## src/rtl/fdtd_field_buffer.sv

```systemverilog
// Multi-bank FDTD field storage: one write port, one registered read port, and a
// clear sequencer that zeroes every bank in parallel after reset or on request.
module fdtd_field_buffer #(
  parameter int FDTD_DATA_WIDTH   = 32,
  parameter int BUFFER_ADDR_WIDTH = 6,
  parameter int NUM_BANKS         = 2,
  parameter int BANK_SEL_WIDTH    = 1,
  parameter int RD_BYPASS         = 1
) (
  input  logic                         CLK,
  input  logic                         RST,
  input  logic                         clr_req,
  output logic                         clr_busy,
  input  logic                         wr_en,
  input  logic [BANK_SEL_WIDTH-1:0]    wr_bank,
  input  logic [BUFFER_ADDR_WIDTH-1:0] wr_addr,
  input  logic [FDTD_DATA_WIDTH-1:0]   wr_data,
  input  logic                         rd_en,
  input  logic [BANK_SEL_WIDTH-1:0]    rd_bank,
  input  logic [BUFFER_ADDR_WIDTH-1:0] rd_addr,
  output logic [FDTD_DATA_WIDTH-1:0]   rd_data,
  output logic                         rd_valid
);

  localparam int DEPTH = 2 ** BUFFER_ADDR_WIDTH;

  typedef enum logic {
    ST_CLEAR = 1'b0,
    ST_IDLE  = 1'b1
  } state_t;

  state_t                       state, state_nxt;
  logic [BUFFER_ADDR_WIDTH-1:0] clr_cnt, clr_cnt_nxt;

  always_ff @(posedge CLK or posedge RST) begin
    if (RST) begin
      state   <= ST_CLEAR;
      clr_cnt <= '0;
    end else begin
      state   <= state_nxt;
      clr_cnt <= clr_cnt_nxt;
    end
  end

  always_comb begin
    state_nxt   = state;
    clr_cnt_nxt = clr_cnt;
    clr_busy    = (state == ST_CLEAR);
    case (state)
      ST_CLEAR: begin
        // Counter wraps to 0 on the last word, ready for the next clear.
        clr_cnt_nxt = clr_cnt + 1'b1;
        if (clr_cnt == BUFFER_ADDR_WIDTH'(DEPTH - 1)) state_nxt = ST_IDLE;
      end
      ST_IDLE: begin
        if (clr_req) begin
          state_nxt   = ST_CLEAR;
          clr_cnt_nxt = '0;
        end
      end
      default: state_nxt = ST_CLEAR;
    endcase
  end

  // Port qualification: all user traffic is blocked while the clear runs.
  logic wr_ok, rd_ok, rd_bank_ok, collide;

  assign wr_ok      = !clr_busy && wr_en && (int'(wr_bank) < NUM_BANKS);
  assign rd_ok      = !clr_busy && rd_en;
  assign rd_bank_ok = (int'(rd_bank) < NUM_BANKS);
  assign collide    = wr_ok && (wr_bank == rd_bank) && (wr_addr == rd_addr);

  logic [FDTD_DATA_WIDTH-1:0] bank_dout [NUM_BANKS];

  for (genvar b = 0; b < NUM_BANKS; b++) begin : g_bank
    logic [FDTD_DATA_WIDTH-1:0]   mem [DEPTH];
    logic [FDTD_DATA_WIDTH-1:0]   q;
    logic                         we;
    logic [BUFFER_ADDR_WIDTH-1:0] wa;
    logic [FDTD_DATA_WIDTH-1:0]   wd;

    assign we = clr_busy || (wr_ok && (wr_bank == BANK_SEL_WIDTH'(b)));
    assign wa = clr_busy ? clr_cnt : wr_addr;
    assign wd = clr_busy ? '0 : wr_data;

    always_ff @(posedge CLK) begin
      if (we) mem[wa] <= wd;
    end

    // Read-first synchronous read; only the addressed bank updates its output.
    always_ff @(posedge CLK) begin
      if (rd_ok && (rd_bank == BANK_SEL_WIDTH'(b))) q <= mem[rd_addr];
    end

    assign bank_dout[b] = q;
  end

  // Output steering registers; rd_zero also masks the unreset RAM outputs.
  logic [BANK_SEL_WIDTH-1:0]  rd_sel;
  logic                       rd_zero;
  logic                       rd_byp;
  logic [FDTD_DATA_WIDTH-1:0] byp_data;

  always_ff @(posedge CLK or posedge RST) begin
    if (RST) begin
      rd_valid <= 1'b0;
      rd_sel   <= '0;
      rd_zero  <= 1'b1;
      rd_byp   <= 1'b0;
    end else begin
      rd_valid <= rd_ok;
      if (rd_ok) begin
        rd_sel  <= rd_bank;
        rd_zero <= !rd_bank_ok;
        rd_byp  <= (RD_BYPASS != 0) && collide;
      end
    end
  end

  always_ff @(posedge CLK) begin
    if (rd_ok) byp_data <= wr_data;
  end

  always_comb begin
    rd_data = '0;
    if (rd_zero)     rd_data = '0;
    else if (rd_byp) rd_data = byp_data;
    else             rd_data = bank_dout[rd_sel];
  end

endmodule
```

## config.mk

```make
export PLATFORM = sky130hd
export DESIGN_NAME = fdtd_field_buffer
export DESIGN_NICKNAME = d
export VERILOG_FILES = /design/src/rtl/fdtd_field_buffer.sv
export SDC_FILE = /design/constraint.sdc
export NUM_CORES = 2
export LEC_CHECK = 0
export CAP_MARGIN = 20
export CORE_ASPECT_RATIO = 1.2
export CORE_MARGIN = 2
export CORE_UTILIZATION = 25
export DETAILED_ROUTE_END_ITERATION = 8
export GPL_ROUTABILITY_DRIVEN = 1
export SYNTH_ARGS = -nofsm -noshare
export SYNTH_HDL_FRONTEND = slang
export SYNTH_SLANG_ARGS = --single-unit
```

## constraint.sdc

```tcl
create_clock -name CLK -period 6.6 [get_ports CLK]
set_input_delay 1.32 -clock CLK [delete_from_list [all_inputs] [get_ports CLK]]
set_output_delay 1.32 -clock CLK [all_outputs]
set_load 0.005 [all_outputs]
```

==> results.sh <==
export IMPL_run_status="finished, final reports clean"
export IMPL_worst_setup_ep_type="primary output"
export IMPL_holdCritPathClass="flop to flop"
export IMPL_syn_inst=7144
export IMPL_synth_yosys_warnings=0
export IMPL_final_setup_tns_ns=0
export IMPL_rsz0062_at_grt="false"
export IMPL_cts_tree="done"
export IMPL_worst_skew_pair_late_latency_ns=0.96
export IMPL_clock_sink_count=4203
export IMPL_crit_start="rd_sel"
export IMPL_multi_input_area_um2=33100
export IMPL_maximum_fanout_along_the_worst_path=33
export IMPL_detail_route_iter0_violations=11917
export IMPL_hold_path_startpoint="clr_cnt[4]"
export IMPL_max_cap_viol_count=0
export IMPL_worst_endpoint_arrival_ns=4.23
export IMPL_pin_count_of_the_biggest_net_entering_global_routing=97
export IMPL_post_synth_cell_area_avg_um2=22.4
export IMPL_leakage_component_of_the_power_nw=57.5
export IMPL_cts_path_max_buffers=4
export IMPL_antenna_violating_nets_post_route=0
export IMPL_grt_overflow_total=0
export IMPL_synth_top_cell_area_share_pct=78.7
export IMPL_floorplan_initialDensity_pct=25.1
export IMPL_design_final_nets=7598
export IMPL_std_cell_rows=321
export IMPL_synth_seq_cells=4203
export IMPL_worst_pin_slew_ns=1.25
export IMPL_antenna_found_initial=61
export IMPL_ratio_of_cells_with_drive_above_1_in_the_final_layout_pct=27.1
export IMPL_synth_edf_count=4192
export IMPL_remaining_drc_errors=0
export IMPL_postSynth_asyncResetShare_pct=0.262
export IMPL_netlist_cell_type_count=41
export IMPL_place_congestion=0.882
export IMPL_power_density_cell_area_nw_per_um2=323
export IMPL_synthesis_area_um2=160000
export IMPL_reg2reg_to="g_bank[0].mem[58][11]"
export IMPL_area_enclosed_by_the_die_boundary_um2=647000
export IMPL_die_w_um=734
export IMPL_dr_wl_met3_mm=48.6
export IMPL_dpl_instance_area_um2=174000
export IMPL_slew_viol_final=0
export IMPL_layout_area_overhead_vs_synth_pct=17.1
export IMPL_highest_metal_used="met5"
export IMPL_met2_wirelength_mm=211
export IMPL_place_hpwl_mm=278
export IMPL_timing_rr_start="state"
export IMPL_post_cts_resize_count=0
export IMPL_layout_filler_cells=60828
export IMPL_netlist_top_cells_area="edfxtp_1 79%, mux4_2 14%, mux2i_1 1.1%, a22oi_1 0.60%, nor2_1 0.58%"
export IMPL_critical_path_most_common_cell="nor2_1"
export IMPL_critical_path_max_stage_delay_ns=1.14
export IMPL_routed_via_density=4.79
export IMPL_worstRegToRegCells=5
export IMPL_post_cts_setup_buffer_count=0
export IMPL_final_critical_period_ns=5.55
export IMPL_via_count=78089
export IMPL_worst_r2r_setup_slack_ns=2.18
export IMPL_seq_area_um2=126000
export IMPL_detail_route_wirelength_met1_mm=174
export IMPL_ys_flop_type="edfxtp_1"
export IMPL_timing_critical_path_from_type="flop"
export IMPL_setup_worst_path_class="flop to primary output"
export IMPL_die_h_um=880
export IMPL_detail_route_first_pass_iterations=5
export IMPL_timing_hold_violations_final=0
export IMPL_post_synth_top_area_cell="edfxtp_1"
export IMPL_final_hold_worst_slack_ns=0.596
export IMPL_port_buffer_count=84
export IMPL_ctsHoldBuffers=0
export IMPL_worst_path_max_delay_cell="dfrtp_2"
export IMPL_ys_seq_area_share_pct=78.8
export IMPL_end_point_of_the_critical_path="rd_data[24]"
export IMPL_finalCoreUtilization_pct=29.4
export IMPL_cts_htree_levels=5
export IMPL_cts_root_buf="clkbuf_16"
export IMPL_floorplan_io_pins=85
export IMPL_finalSetupViolations=0
export IMPL_postSynthNetCount=7196
export IMPL_drt_wirelength_per_cell_um=27.8
export IMPL_core_footprint_um2=637000
export IMPL_path_clk_slew_ns=0.06
export IMPL_drt_wl_total_mm=452
export IMPL_groute_usage_overall_pct=13.5
export IMPL_fin_worst_skew_ns=0.0728
export IMPL_grt_first_pass_wirelength_mm=625
export IMPL_timing_final_crit_share_pct=84.1
export IMPL_postLayoutCellArea_um2=187000
export IMPL_cts_made_buffers=405
export IMPL_vias_in_the_first_global_route=78114
export IMPL_worst_slew_margin_rel_pct=16.5
export IMPL_critPathRequiredTime_ns=5.28
export IMPL_worstPathCellList="mux2i_1 -> nor2_1 -> a21oi_1 -> nor2_1 -> clkdlybuf4s50_1"
export IMPL_fmax_mhz=180
export IMPL_irDropWorstVdd_mv=0.247
## how the worst min path moves through the flow
| stage | end | slack, ns | cells after the start |
|---|---|---|---|
| floorplan | clr_cnt[4] | 0.51 | 1 |
| global placement | clr_cnt[5] | 0.55 | 1 |
| detailed placement | clr_cnt[4] | 0.59 | 1 |
| CTS | clr_cnt[4] | 0.60 | 1 |
| global route | clr_cnt[4] | 0.61 | 1 |
| finish | clr_cnt[4] | 0.60 | 1 |
## power breakdown
part	internal, mW	switching, mW	total (mW)
Combinational	1.85	4.14	5.98
Sequential	31.0	0.425	31.5
Clock	13.1	9.92	23.0
## stage by stage
stage,setup WS (ns),power (mW),cells
3_3_place_gp,1.22,37.7,15481
2_1_floorplan,2.68,34.8,7144
5_1_grt,0.907,62.1,16269
3_5_place_dp,1.25,38.0,15512
6_report,1.05,60.5,16300
4_1_cts,1.12,60.8,16243
## state kept, by name, summed over array words and instances (netlist names)
signal and count:
clr_cnt 6, g_bank.q 64, byp_data 32, rd_byp 1, rd_zero 1, g_bank.mem 4096
rd_sel 1, rd_valid 1, state 1
## synthesized netlist by cell type (33+ instances only)
cell type and n:
nor2_1 246, a21oi_1 33, mux4_2 1024, mux2i_1 172, o21ai_0 55, o22ai_1 83, clkbuf_1 181, nand4_1 84
o221ai_1 35, nand3_1 180, nand2_1 214, buf_2 168, and2_1 36, edfxtp_1 4192, buf_1 43, a22oi_1 128
## cell type report
class                   count  area share, %
multi-input cells        2508           17.7
repair buffers            403           2.36
diodes                     32         0.0427
well taps                8398           5.61
clock inverters           235           1.22
flip-flops and latches   4203           67.3
inverters                  25         0.0501
clock buffers             496           5.72
## routing by layer
| metal | up-vias | GRT usage (%) |
|---|---|---|
| li1 | 31128 | - |
| met1 | 42078 | 17.8 |
| met2 | 4171 | 21.4 |
| met3 | 688 | 3.35 |
| met4 | 24 | 5.21 |
| met5 | - | 0.0960 |
## critical path: cells and delay by family (launching register included)
kind / cells / cell delay, ns
flops: 1 / 1.14
simple gates: 2 / 0.84
buf+inv: 1 / 0.65
mux: 1 / 0.58
compound gates: 1 / 0.06
## logic make-up (layout without fill, tap and decap cells)
logic type / Yosys count / count (layout) / share of synthesized area (%)
buffers and inverters: 433 / 1159 / 1.19
AO/OA/AOI/OAI: 429 / 429 / 1.87
other: 0 / 32 / 0
flip-flops: 4203 / 4203 / 78.8
multiplexers: 1199 / 1199 / 15.5
AND/OR/NAND/NOR: 872 / 872 / 2.55
adder cells (fa/ha/maj): 1 / 1 / 0.00782
XOR/XNOR: 7 / 7 / 0.0383
## placed cells by master (no fill, tap or decap), drive strengths merged, types with 36 or more instances in the layout
cell type      Yosys  final
edfxtp          4192   4192
a22oi            128    128
mux4            1024   1024
bufinv             0     40
nor2             247    247
mux2i            172    172
nand4             84     84
o22ai             83     83
clkdlybuf4s50      0     79
nand3            180    180
nand2            214    214
buf              227    324
and2              36     36
clkbuf           181    496
o21ai             55     55
clkinv             0    170
Note: power is estimated with default switching activity, not from simulation.
